[config.mk]
export PLATFORM = sky130hd
export DESIGN_NAME = trade_scheduler
export DESIGN_NICKNAME = d
export VERILOG_FILES = /design/src/rtl/trade_pkg.sv /design/src/rtl/rr_arbiter.sv /design/src/rtl/trade_scheduler.sv
export SDC_FILE = /design/constraint.sdc
export NUM_CORES = 1
export LEC_CHECK = 0
export BUFFER_PORTS_ARGS = -buffer_cell sky130_fd_sc_hd__buf_2
export CAP_MARGIN = 15
export CORE_ASPECT_RATIO = 1.25
export CORE_MARGIN = 4
export CORE_UTILIZATION = 37
export DETAILED_ROUTE_END_ITERATION = 12
export PLACE_DENSITY_LB_ADDON = 0.08
export SYNTH_ARGS = -nofsm -noshare
export SYNTH_HDL_FRONTEND = slang
export SYNTH_SLANG_ARGS = --single-unit
[constraint.sdc]
create_clock -name clk -period 2.35 [get_ports clk]
set_input_delay 0.1175 -clock clk [delete_from_list [all_inputs] [get_ports clk]]
set_output_delay 0.1175 -clock clk [all_outputs]
set_load 0.005 [all_outputs]
[src/rtl/trade_pkg.sv]
// Shared types and default sizing for the trade scheduler.
// Optional watchdog is enabled by defining TRADE_SCHED_TIMEOUT_EN.
package trade_pkg;

    typedef enum logic [1:0] {
        ST_IDLE  = 2'd0,
        ST_ISSUE = 2'd1,
        ST_WAIT  = 2'd2,
        ST_HALT  = 2'd3
    } sched_state_t;

    localparam int DEF_NUM_REQ        = 4;
    localparam int DEF_CNT_W          = 8;
    localparam int DEF_TRADE_LIMIT    = 99;
    localparam int DEF_TIMEOUT_CYCLES = 1024;

    // Next round-robin start position after a grant to idx.
    function automatic int rr_next(input int idx, input int n);
        return (idx + 1) % n;
    endfunction

endpackage

[src/rtl/rr_arbiter.sv]
// Combinational round-robin picker: first asserted request at or after rr_ptr,
// wrapping around the request vector.
module rr_arbiter #(
    parameter int NUM_REQ = 4
) (
    input  logic [NUM_REQ-1:0]         req,
    input  logic [$clog2(NUM_REQ)-1:0] rr_ptr,
    output logic [NUM_REQ-1:0]         win_onehot,
    output logic [$clog2(NUM_REQ)-1:0] win_idx,
    output logic                       any_req
);

    localparam int IDX_W = $clog2(NUM_REQ);

    logic [IDX_W-1:0] w_pos;
    logic             w_found;

    always_comb begin
        win_onehot = '0;
        win_idx    = '0;
        w_found    = 1'b0;
        w_pos      = '0;
        for (int i = 0; i < NUM_REQ; i++) begin
            w_pos = IDX_W'((int'(rr_ptr) + i) % NUM_REQ);
            if (!w_found && req[w_pos]) begin
                win_onehot[w_pos] = 1'b1;
                win_idx           = w_pos;
                w_found           = 1'b1;
            end
        end
    end

    assign any_req = |req;

endmodule

[src/rtl/trade_scheduler.sv]
// Round-robin sharing of the match engine with a session trade budget.
// Define TRADE_SCHED_TIMEOUT_EN to add the WAIT-state watchdog.
//
// state    | meaning
// ---------+-----------------------------------------------------------
// ST_IDLE  | sample requests; arbitrate on the previous IDLE sample
// ST_ISSUE | grant/eng_start asserted for one cycle
// ST_WAIT  | grant held until match_signal (or watchdog expiry)
// ST_HALT  | budget exhausted; only clear_halt leaves
module trade_scheduler
    import trade_pkg::*;
#(
    parameter int NUM_REQ        = DEF_NUM_REQ,
    parameter int CNT_W          = DEF_CNT_W,
    parameter int TRADE_LIMIT    = DEF_TRADE_LIMIT,
    parameter int TIMEOUT_CYCLES = DEF_TIMEOUT_CYCLES
) (
    input  logic                       clk,
    input  logic                       reset,
    input  logic                       enable_count,
    input  logic [NUM_REQ-1:0]         req,
    input  logic                       match_signal,
    input  logic                       match_ok,
    input  logic                       clear_halt,
    output logic [NUM_REQ-1:0]         grant,
    output logic                       eng_start,
    output logic [$clog2(NUM_REQ)-1:0] eng_id,
    output logic                       busy,
    output logic [CNT_W-1:0]           trade_count,
    output logic                       halt_signal,
    output logic                       timeout_pulse
);

    localparam int IDX_W = $clog2(NUM_REQ);

    sched_state_t     r_state, w_state_n;
    logic [IDX_W-1:0] r_rr_ptr, w_rr_ptr_n;
    logic [NUM_REQ-1:0] r_req_smp;
    logic             r_en_smp;
    logic             r_smp_vld;

    logic [NUM_REQ-1:0] r_grant, w_grant_n;
    logic             r_eng_start, w_eng_start_n;
    logic [IDX_W-1:0] r_eng_id, w_eng_id_n;
    logic             r_busy, w_busy_n;
    logic [CNT_W-1:0] r_count, w_count_n, w_count_inc;
    logic             r_halt, w_halt_n;
    logic             r_timeout, w_timeout_n;

    logic [NUM_REQ-1:0] w_win_onehot;
    logic [IDX_W-1:0] w_win_idx;
    logic             w_any_req;
    logic             w_wd_tc;

    rr_arbiter #(.NUM_REQ(NUM_REQ)) u_arb (
        .req        (r_req_smp),
        .rr_ptr     (r_rr_ptr),
        .win_onehot (w_win_onehot),
        .win_idx    (w_win_idx),
        .any_req    (w_any_req)
    );

    assign w_count_inc = r_count + 1'b1;

    always_comb begin
        w_state_n     = r_state;
        w_rr_ptr_n    = r_rr_ptr;
        w_grant_n     = r_grant;
        w_eng_start_n = 1'b0;
        w_eng_id_n    = r_eng_id;
        w_busy_n      = r_busy;
        w_count_n     = r_count;
        w_halt_n      = r_halt;
        w_timeout_n   = 1'b0;
        case (r_state)
            ST_IDLE: begin
                if (r_smp_vld && r_en_smp && !r_halt && w_any_req) begin
                    w_state_n     = ST_ISSUE;
                    w_grant_n     = w_win_onehot;
                    w_eng_id_n    = w_win_idx;
                    w_eng_start_n = 1'b1;
                    w_busy_n      = 1'b1;
                    w_rr_ptr_n    = (w_win_idx == IDX_W'(NUM_REQ - 1)) ? '0 : w_win_idx + 1'b1;
                end
            end
            ST_ISSUE: begin
                w_state_n = ST_WAIT;
            end
            ST_WAIT: begin
                // A match arriving on the watchdog limit cycle takes priority.
                if (match_signal) begin
                    w_state_n  = ST_IDLE;
                    w_grant_n  = '0;
                    w_eng_id_n = '0;
                    w_busy_n   = 1'b0;
                    if (match_ok) begin
                        w_count_n = w_count_inc;
                        if (w_count_inc == CNT_W'(TRADE_LIMIT)) begin
                            w_state_n = ST_HALT;
                            w_halt_n  = 1'b1;
                        end
                    end
                end else if (w_wd_tc) begin
                    w_state_n   = ST_IDLE;
                    w_grant_n   = '0;
                    w_eng_id_n  = '0;
                    w_busy_n    = 1'b0;
                    w_timeout_n = 1'b1;
                end
            end
            ST_HALT: begin
                if (clear_halt) begin
                    w_state_n = ST_IDLE;
                    w_count_n = '0;
                    w_halt_n  = 1'b0;
                end
            end
            default: begin
                w_state_n = ST_IDLE;
            end
        endcase
    end

    always_ff @(posedge clk or negedge reset) begin
        if (!reset) begin
            r_state     <= ST_IDLE;
            r_rr_ptr    <= '0;
            r_req_smp   <= '0;
            r_en_smp    <= 1'b0;
            r_smp_vld   <= 1'b0;
            r_grant     <= '0;
            r_eng_start <= 1'b0;
            r_eng_id    <= '0;
            r_busy      <= 1'b0;
            r_count     <= '0;
            r_halt      <= 1'b0;
            r_timeout   <= 1'b0;
        end else begin
            r_state     <= w_state_n;
            r_rr_ptr    <= w_rr_ptr_n;
            r_grant     <= w_grant_n;
            r_eng_start <= w_eng_start_n;
            r_eng_id    <= w_eng_id_n;
            r_busy      <= w_busy_n;
            r_count     <= w_count_n;
            r_halt      <= w_halt_n;
            r_timeout   <= w_timeout_n;
            // The sample taken on one IDLE edge is arbitrated on the next;
            // a fresh IDLE visit needs one sampling edge before a grant.
            if (r_state == ST_IDLE) begin
                r_req_smp <= req;
                r_en_smp  <= enable_count;
                r_smp_vld <= 1'b1;
            end else begin
                r_smp_vld <= 1'b0;
            end
        end
    end

`ifdef TRADE_SCHED_TIMEOUT_EN
    localparam int WD_W = $clog2(TIMEOUT_CYCLES + 1);

    logic [WD_W-1:0] r_wdog;

    // Loaded while leaving ISSUE so terminal count lands TIMEOUT_CYCLES edges into WAIT.
    always_ff @(posedge clk or negedge reset) begin
        if (!reset) begin
            r_wdog <= '0;
        end else if (r_state == ST_ISSUE) begin
            r_wdog <= WD_W'(TIMEOUT_CYCLES - 1);
        end else if (r_state == ST_WAIT && r_wdog != '0) begin
            r_wdog <= r_wdog - 1'b1;
        end
    end

    assign w_wd_tc = (r_state == ST_WAIT) && (r_wdog == '0);
`else
    logic w_unused_cfg;

    assign w_wd_tc      = 1'b0;
    assign w_unused_cfg = ^TIMEOUT_CYCLES;
`endif

    assign grant         = r_grant;
    assign eng_start     = r_eng_start;
    assign eng_id        = r_eng_id;
    assign busy          = r_busy;
    assign trade_count   = r_count;
    assign halt_signal   = r_halt;
    assign timeout_pulse = r_timeout;

endmodule

; ---- After elaboration in Yosys (flattened, before gate mapping)
; Index checks and enable logic that the tools add are counted.
[classes]
n_addsub = 5
n_lt_le_gt_ge = 8
n_eq_ne = 10
n_mux = 55
bitwise = 3
reduce_logical = 23
[ops]
columns = op, n
row1 = 2-to-1 mux 2 bit, 12
row2 = 2-to-1 mux 4 bit, 6
row3 = 2-to-1 mux 8 bit, 3
row4 = 2-to-1 mux 1 bit, 20
row5 = case mux 8 bit (2 select lines), 1
row6 = < comparator 2 x 3 -> 1 bit (second input constant), 4
row7 = OR 4 bit, 3
row8 = logical AND 1 bit, 10
row9 = != test 2 bit (second input constant), 5
row10 = adder 8 x 1 -> 8 bit (second input constant), 1
row11 = binary-select mux 1 bit (select 2 bit), 4
row12 = demux 1 bit (select 2 bit), 4
row13 = == test 8 x 7 -> 1 bit (second input constant), 1
row14 = >= comparator 2 x 1 -> 1 bit (second input constant), 4
row15 = case mux 2 bit (4 select lines), 1
row16 = case mux 4 bit (2 select lines), 1
row17 = == test 2 bit (second input constant), 3
row18 = AND reduction 3 bit, 2
row19 = AND reduction 5 bit, 1
row20 = adder 2 x 1 -> 2 bit (second input constant), 2
row21 = adder 2 bit (second input constant), 2
row22 = zero test 1 bit, 4
row23 = case mux 1 bit (2 select lines), 2
row24 = case mux 2 bit (2 select lines), 1
row25 = 6 further kinds, 7
[totals]
reg_bits = 27
output_inout_bits = 18
wordCells = 115

; ---- Depth between registers and ports, before layout
; Gate-level depths: netlist of run 1.
[depth]
depth_word = 14
mapped_depth = 10
ltp_nobuf = 8

; ---- By module
; A second synthesis of run 1 with hierarchy kept.
[unflattened]
cells_unflattened = 176
hier_area_um2 = 1715.4
[by_module_without_submodules]
columns = module, n_inst, cells_each, area_each_um2, seq_area_each_um2
row1 = trade_scheduler, 1, 127, 1303.8, 675.6
row2 = rr_arbiter, 1, 49, 411.6, 0.0

; ---- Worst setup path before layout of run 1
; OpenSTA, ideal clock, no wires.
[synth_timing]
kind = reg2reg
from = register r_rr_ptr[0]
to = register r_grant[0], in the netlist grant[0]
setup_ns = 0.081
arrival_time_ns = 2.133
required_time_ns = 2.269
path_slack_ns = 0.136
path_stages_with_launch = 10
n_path_buf = 2
synth_period_minus_slack_ns = 2.214
cell_sequence = dfrtp_1 > buf_6 > clkbuf_8 > inv_1 > ha_1 > mux4_2 > a211oi_4 > a22o_1 > mux2i_1 > a31oi_2
[synth_via]
elab_chain_len = 14
word_cells_on_any_way = 49
[synth_rtl]
columns = item, line_no
row1 = start: declaration, trade_scheduler.sv:37  ; logic [IDX_W-1:0] r_rr_ptr, w_rr_ptr_n;
row2 = start signal: assignment, trade_scheduler.sv:140  ; r_rr_ptr <= w_rr_ptr_n;
row3 = "parallel branches: the longest is 11 deep, another holds < comparator 2 x 3 -> 1 bit", --
row4 = 2-to-1 mux 4 bit (*), rr_arbiter.sv:25  ; if (!w_found && req[w_pos]) begin
row5 = 2-to-1 mux 4 bit (*), trade_scheduler.sv:77  ; if (r_smp_vld && r_en_smp && !r_halt && w_any_req) begin
row6 = case mux 4 bit (2 select lines) (*), trade_scheduler.sv:75  ; case (r_state)
row7 = end signal: assignment, trade_scheduler.sv:141  ; r_grant <= w_grant_n;
row8 = end: declaration, trade_scheduler.sv:42  ; logic [NUM_REQ-1:0] r_grant, w_grant_n;
; Mark *: on every way between the ends. The select of a mux whose other input is x is not followed.
; A chain may end at the register's enable or synchronous reset.

; ---- Worst setup path in the final report of run 1
; Ends and elaborated chain as after synthesis.

==> summary.txt, run 1 <==
Status: completed
DRT Pass-1 Iters: 4
Cell chain of the critical path: inv_1, ha_1, mux4_2, a211oi_4, a22o_1, mux2i_1, a31oi_2
Vias in the first global route: 1386
Final setup fails: 0
Die span in y: 85.4 µm
Warnings, synthesis: 0
Global-route wire length before repair: 6410 µm
Die ar.: 5970 µm²
# IOs: 28
Static leakage: 0.906 nW
Global route overflow: 0
Max stage delay on crit path: 0.43 ns
Layout cells sized above 1: 25.0%
Hold Vio Cnt, Final: 0
Final Critical Period: 2.06 ns
Setup tns final: 0 ns
Vias: 1407
RSZ-0062 raised after global routing: no
Fmax achieved: 0.487 GHz
Pin count of the biggest net entering global routing: 28
Max Transition Viols Final: 0
Inserted Diodes: 0
Hold Path End: r_req_smp[2]
Vias per cell: 5.37
Top FF cell, synth: dfrtp_1
Worst Skew: 0.00450 ns
Hold path cells: 2
PortBufs: 26
H-tree lvl count: 1
Gr usage total: 12.9%
Period utilization: 87.5%
Synthesized flop and latch total: 27
Initial detailed-routing violation count: 64
Hold Path Class: in2reg
Critical path depth in cells: 7
Place WS: 0.330 ns
Core area: 4530 µm²
Slew HR: 57.0%
Worst flop-to-flop path startpoint: r_rr_ptr[0]
Area grow syn2layout: 10.8%
Mapped Area: 1770 µm²
Deepest clock path buffer count: 2
Top cells by area, synth: dfrtp_1, ha_1, mux2i_1
Maxcap violations: 0
CP Class: reg2reg
CTS tree: built
Dpl hpwl: 2830 µm
CP Launch Type: flop
Clk sink count: 27
Power Density: 419 nW/µm²
Maximum vdd drop: 0.255 mV
Reg2reg end: grant[0]
WL/cell: 14.6 µm
Setup crit end kind: flop
Top-area cell type share of the netlist area: 38.1%
CTS root buf: clkbuf_8
Ys async rst share: 100%
Syn Nets: 201
Nets: 225
Cells after Synth: 181
Max FO, Critical Path: 7
Initial Utilization: 39.2%
Worst Hold Launch: req[2]
CP bufs+invs: 1
Core Rows: 27
Final worst slack: 0.295 ns
CP required: 2.54 ns
CTS resizes: 0
Drc violations: 0
Delay-heaviest family, CP: compound AO/OA/AOI/OAI gates
Worst path arrival time: 2.25 ns
Register area share after synthesis: 38.1%
Slowest-stage cell, CP: ha_1
Post-route ant nets: 0
GP Congestion: 0.814
Distinct cells, synth: 43
Post-synth EDFFs: 0
Initial antenna violation count: 0
Leading area contributor after synthesis: dfrtp_1
FF-to-FF setup slack: 0.29 ns
Clk slew on worst S/H paths: 0.10 ns
R2R cell count: 7
Syn_area_per_cell: 9.80 µm²
Final WL: 3820 µm
CTS Buf Count: 3
Worst slew pin tran: 0.645 ns
Clk_lat worst skew: 0.27 ns
Fillers: 467
Die W: 69.9 µm
[metal layers]
metal | GRT usage, % | part of all wire, % | vias to the layer above
met1 | 15.3 | 45 | 691
met2 | 23.4 | 52 | 16
met3 | 2.01 | 2.2 | 2
met5 | 0 | 0 | -
met4 | 4.88 | 0.60 | 0
li1 | - | - | 698
[through the flow]
step                cells  hold WS [ns]  instance area [µm²]  total power, mW  utilization, %
floorplan             181        -0.178                 1770            0.539               -
global placement      257         0.165                 1910            0.566            42.2
detailed placement    257         0.178                 1910            0.567            42.2
CTS                   262        0.0628                 1960            0.838            43.4
global route          262        0.0596                 1960            0.864            43.4
finish                262        0.0680                 1960            0.823            43.4
[layout make-up]
cell class	instances	area [µm²]	area share, %
repair buffers	31	170	8.66
well taps	58	72.6	3.69
flip-flops and latches	27	676	34.4
clock buffers	3	41.3	2.10
clock inverters	1	5.00	0.255
inverters	7	26.3	1.34
multi-input cells	135	973	49.6
[kinds of logic (layout without fill, tap and decap cells)]
family	count (synthesis)	after routing	synth area share, %
AOI/OAI and AO/OA	48	48	19.4
buffers and inverters	19	42	6.99
and+or+nand+nor	55	55	15.5
adders and majority gates	10	10	7.06
muxes	17	17	10.7
DFF	27	27	38.1
other	1	1	0.212
xor gates and xnor gates	4	4	1.98
[flip-flops by register name, summed over array words and instances, names as in the netlist]
register,cells
busy,1
eng_id,2
eng_start,1
grant,4
halt_signal,1
r_en_smp,1
r_req_smp,4
r_rr_ptr,2
r_smp_vld,1
r_state,2
trade_count,8
[power by group]
| group | switching (mW) | internal (mW) |
|---|---|---|
| registers | 0.0164 | 0.473 |
| clock network | 0.146 | 0.119 |
| logic | 0.0380 | 0.0313 |
| total | 0.201 | 0.623 |
[cells in the mapped netlist (2+ instances only)]
library cell / instances
buf_6: 3
buf_4: 2
nor2_1: 11
inv_1: 7
nand3_1: 8
xor2_1: 3
dfrtp_1: 27
o31ai_1: 4
nor3_1: 3
and3_1: 4
clkbuf_1: 3
nand2_1: 18
a31oi_1: 3
buf_2: 2
a31oi_2: 4
a32oi_1: 2
o22ai_1: 3
nor3b_1: 2
ha_1: 10
a21oi_1: 5
o21ai_0: 15
clkbuf_8: 2
mux2_2: 6
a22o_1: 4
and3b_2: 2
a211oi_1: 2
mux2i_1: 10
[cell usage in the layout (no fill, tap or decap), types with 2 or more instances in the layout]
cell	count
nor2_1	11
ha_1	10
mux2i_1	10
a31oi_1	3
o21ai_0	15
dfrtp_1	27
and3_1	4
a211oi_1	2
nor3_1	3
a32oi_1	2
nand3_1	8
a21oi_1	5
o31ai_1	4
xor2_1	3
nand2_1	18
clkbuf_8	3
o22ai_1	3
a22o_1	4
a31oi_2	4
buf_2	26
mux2_2	6
and3b_2	2
buf_4	4
inv_1	7
nor3b_1	2
[how the worst max path moves through the flow]
| stage | from | endpoint | slack (ns) |
|---|---|---|---|
| global route | r_rr_ptr[1] | grant[1] | 0.13 |
| CTS | r_rr_ptr[0] | grant[0] | 0.28 |
| finish | r_rr_ptr[0] | grant[0] | 0.29 |
| detailed placement | r_rr_ptr[0] | grant[1] | 0.33 |
| floorplan | r_rr_ptr[0] | grant[0] | 0.14 |
| global placement | r_rr_ptr[0] | grant[2] | 0.36 |
[what timing repair did]
action	CTS	global route
setup buffers	0	0
hold buffers	1	0
hold endpoints to repair	27	0
(Power assumes the default switching activity.)
==> run 2, diff against run 1 <==
--- a/config.mk
+++ b/config.mk
@@ -7,2 +7,3 @@
 export LEC_CHECK = 0
+export ABC_AREA = 1
 export BUFFER_PORTS_ARGS = -buffer_cell sky130_fd_sc_hd__buf_2
--- a/constraint.sdc
+++ b/constraint.sdc
@@ -3,2 +3,2 @@
 set_output_delay 0.1175 -clock clk [all_outputs]
-set_load 0.005 [all_outputs]
+set_load 0.1 [all_outputs]
==> summary.txt, run 2 <==
Mux share of post-synthesis cell area: 0% (-11 points)
Complex-gate fraction of the synthesized area: 7.44% (-12 points)
Slew HR: 60.3% (+3.3 points)
Minimum hold slack: 0.0482 ns (-0.0198 ns)
Hold Vio Cnt, Final: 0 (unchanged)
Finished Core Util: 44.7% (+1.3 points)
Initial detailed-routing violation count: 65 (+1.6%)
CTS resizes: 0 (unchanged)
Worst slew pin tran: 0.596 ns (-0.0496 ns)
Count leader, synth: nand2_1
Syn Nets: 248 (+23%)
CTS root buf: clkbuf_8
Mapped Area: 1730 µm² (-2.3%)
DRT Pass-1 Iters: 6 (+2)
Max FO, Critical Path: 10 (+3)
Final WL: 3730 µm (-2.3%)
Worst path arrival time: 2.05 ns (-0.20 ns)
Worst Skew: 0.00777 ns (+0.00328 ns)
Die ar.: 5850 µm² (-2.1%)
Pin count of the biggest net entering global routing: 28 (unchanged)
Post-synth EDFFs: 0 (unchanged)
# IOs: 28 (unchanged)
R2R cell count: 12 (+5)
Multi-input logic area: 916 µm² (-5.9%)
CTS tree: built
Die span in y: 84.5 µm (-1.1%)
FF-to-FF setup slack: 0.48 ns (+0.18 ns)
Nets: 280 (+24%)
Hold Path End: r_en_smp
Post-route ant nets: 0 (unchanged)
Postcts setup bufs: 0 (unchanged)
Fillers: 494 (+5.8%)
Setup crit end kind: flop
Hold Path Class: in2reg
Ys async rst share: 100% (unchanged)
Most common cell after layout, fill and taps aside: nand2_1
Vias per cell: 4.78 (-11%)
Die W: 69.2 µm (-1.0%)
Synthesized flop and latch total: 27 (unchanged)
RSZ-0062 raised after global routing: no
Area grow syn2layout: 15.1%
Top cells by area, synth: dfrtp_1, nand2_1, ha_1
Max Transition Viols Final: 0 (unchanged)
Inserted Diodes: 0 (unchanged)
PortBufs: 26 (unchanged)
Max FFs per register: 8 (unchanged)
Register area: 676 µm² (unchanged)
Status: completed
Final setup fails: 0 (unchanged)
Gr usage total: 13.6% (+0.69 points)
Most frequent cells in the layout: nand2_1, dfrtp_1, buf_2
Hold bufs inserted after CTS: 1 (unchanged)
Clk slew on worst S/H paths: 0.10 ns (about the same)
Commonest cells post-synth: nand2_1, dfrtp_1, inv_1
Core area: 4460 µm² (-1.5%)
CP required: 2.53 ns (about the same)
Vias: 1515 (+7.7%)
Global route overflow: 0 (unchanged)
Layout cells sized above 1: 21.2% (-3.8 points)
Worst Hold Launch: enable_count
Global-route wire length before repair: 6640 µm (+3.5%)
Deepest clock path buffer count: 2 (unchanged)
Post-Synth XOR/XNOR Area: 2.53% (+0.55 points)
Leading area contributor after synthesis: dfrtp_1
Initial antenna violation count: 0 (unchanged)
Warnings, synthesis: 0 (unchanged)
Cells after Synth: 228 (+26%)
GP Congestion: 0.766 (-5.9%)
Top-area cell type share of the netlist area: 39.0% (+0.91 points)
H-tree lvl count: 1 (unchanged)
CP Launch Type: flop
Distinct cells, synth: 30 (-30%)
Hold path cells: 3 (+1)
Syn_area_per_cell: 7.60 µm² (-22%)
Reg2reg end: r_rr_ptr[1]
Final Critical Period: 1.87 ns (-0.184 ns)
Maxcap violations: 0 (unchanged)
Simple-Gate Fraction of Synth Area: 35.5% (+20 points)
CP Class: reg2reg
Fmax achieved: 0.534 GHz (+9.9%)
CTS Buf Count: 3 (unchanged)
Period utilization: 79.6% (-7.8 points)
Main combinational cell family by area after synthesis: simple AND/OR/NAND/NOR gates
Drc violations: 0 (unchanged)
Worst flop-to-flop path startpoint: r_rr_ptr[0]
Final worst slack: 0.479 ns (+0.184 ns)
Clk_lat worst skew: 0.27 ns (about the same)
Vias in the first global route: 1516 (+9.4%)
Clk sink count: 27 (unchanged)
Register area share after synthesis: 39.0% (+0.91 points)
Initial Utilization: 38.8% (-0.33 points)
Top FF cell, synth: dfrtp_1
Setup tns final: 0 ns (unchanged)
Post-Synth Adder-Cell Area: 7.23% (+0.17 points)
Core Rows: 27 (unchanged)
Dpl hpwl: 2990 µm (+5.6%)
WL/cell: 11.8 µm (-19%)
Place WS: 0.473 ns (+0.143 ns)
## run 2: changes by cell type after synthesis, moves of 4 or more
cell / delta
nand2_1: +64
inv_1: +16
mux2i_1: -10
o21ai_0: -8
nand3_1: +7
inv_2: +6
mux2_2: -6
nand4_1: +5
a22o_1: -4
a31oi_2: -4
and3_1: -4
nand2_4: +4
o31ai_1: -4
## run 2: cell type report
| class | count | share of cell area, % |
|---|---|---|
| well taps | 58 | 3.64 |
| inverters | 30 | 5.90 |
| multi-input cells | 168 | 46.0 |
| repair buffers | 30 | 8.16 |
| flip-flops and latches | 27 | 33.9 |
| clock inverters | 1 | 0.377 |
| clock buffers | 3 | 2.07 |
## run 2: metrics by stage
stage	area [µm²]	std cells
3_3_place_gp	1930	312
2_1_floorplan	1730	228
4_1_cts	1990	317
3_5_place_dp	1930	312
5_1_grt	1990	317
6_report	1990	317
## run 2: critical path, cell delays in order, from the launching register on
cell	delay, ns
dfrtp_1	0.42
inv_6	0.07
ha_1	0.37
inv_1	0.11
nand3_2	0.10
nand2_4	0.11
nand4_1	0.14
inv_2	0.12
nand2_1	0.07
nand2_2	0.09
nand2_1	0.07
nand2_1	0.08
nand2_1	0.04
## run 2: how the worst max path moves through the flow
stage / startpoint / end / slack, ns / depth (start not counted)
6_report: r_rr_ptr[0] / r_rr_ptr[1] / 0.48 / 12
4_1_cts: r_rr_ptr[0] / r_rr_ptr[1] / 0.47 / 12
2_1_floorplan: trade_count[1] / halt_signal / 0.12 / 10
3_5_place_dp: r_rr_ptr[0] / r_rr_ptr[1] / 0.47 / 12
5_1_grt: r_rr_ptr[0] / r_rr_ptr[1] / 0.35 / 12
3_3_place_gp: r_rr_ptr[0] / r_rr_ptr[1] / 0.52 / 12
## run 2: kinds of logic after synthesis
| family | Yosys count |
|---|---|
| other | 1 |
| and+or+nand+nor | 130 |
| AOI/OAI and AO/OA | 22 |
| buffers and inverters | 33 |
| adders and majority gates | 10 |
| DFF | 27 |
| xor gates and xnor gates | 5 |
## run 2: per-layer routing
metal	up-vias	wire, µm	global-route usage, %
met5	-	0	0
met4	0	63	4.80
met3	4	76	1.68
met2	19	1940	25.3
met1	702	1650	15.9
li1	790	-	-
Power of run 2 is not shown: default switching activity piles up to over one toggle a cycle in this logic, so the estimate is an artifact.
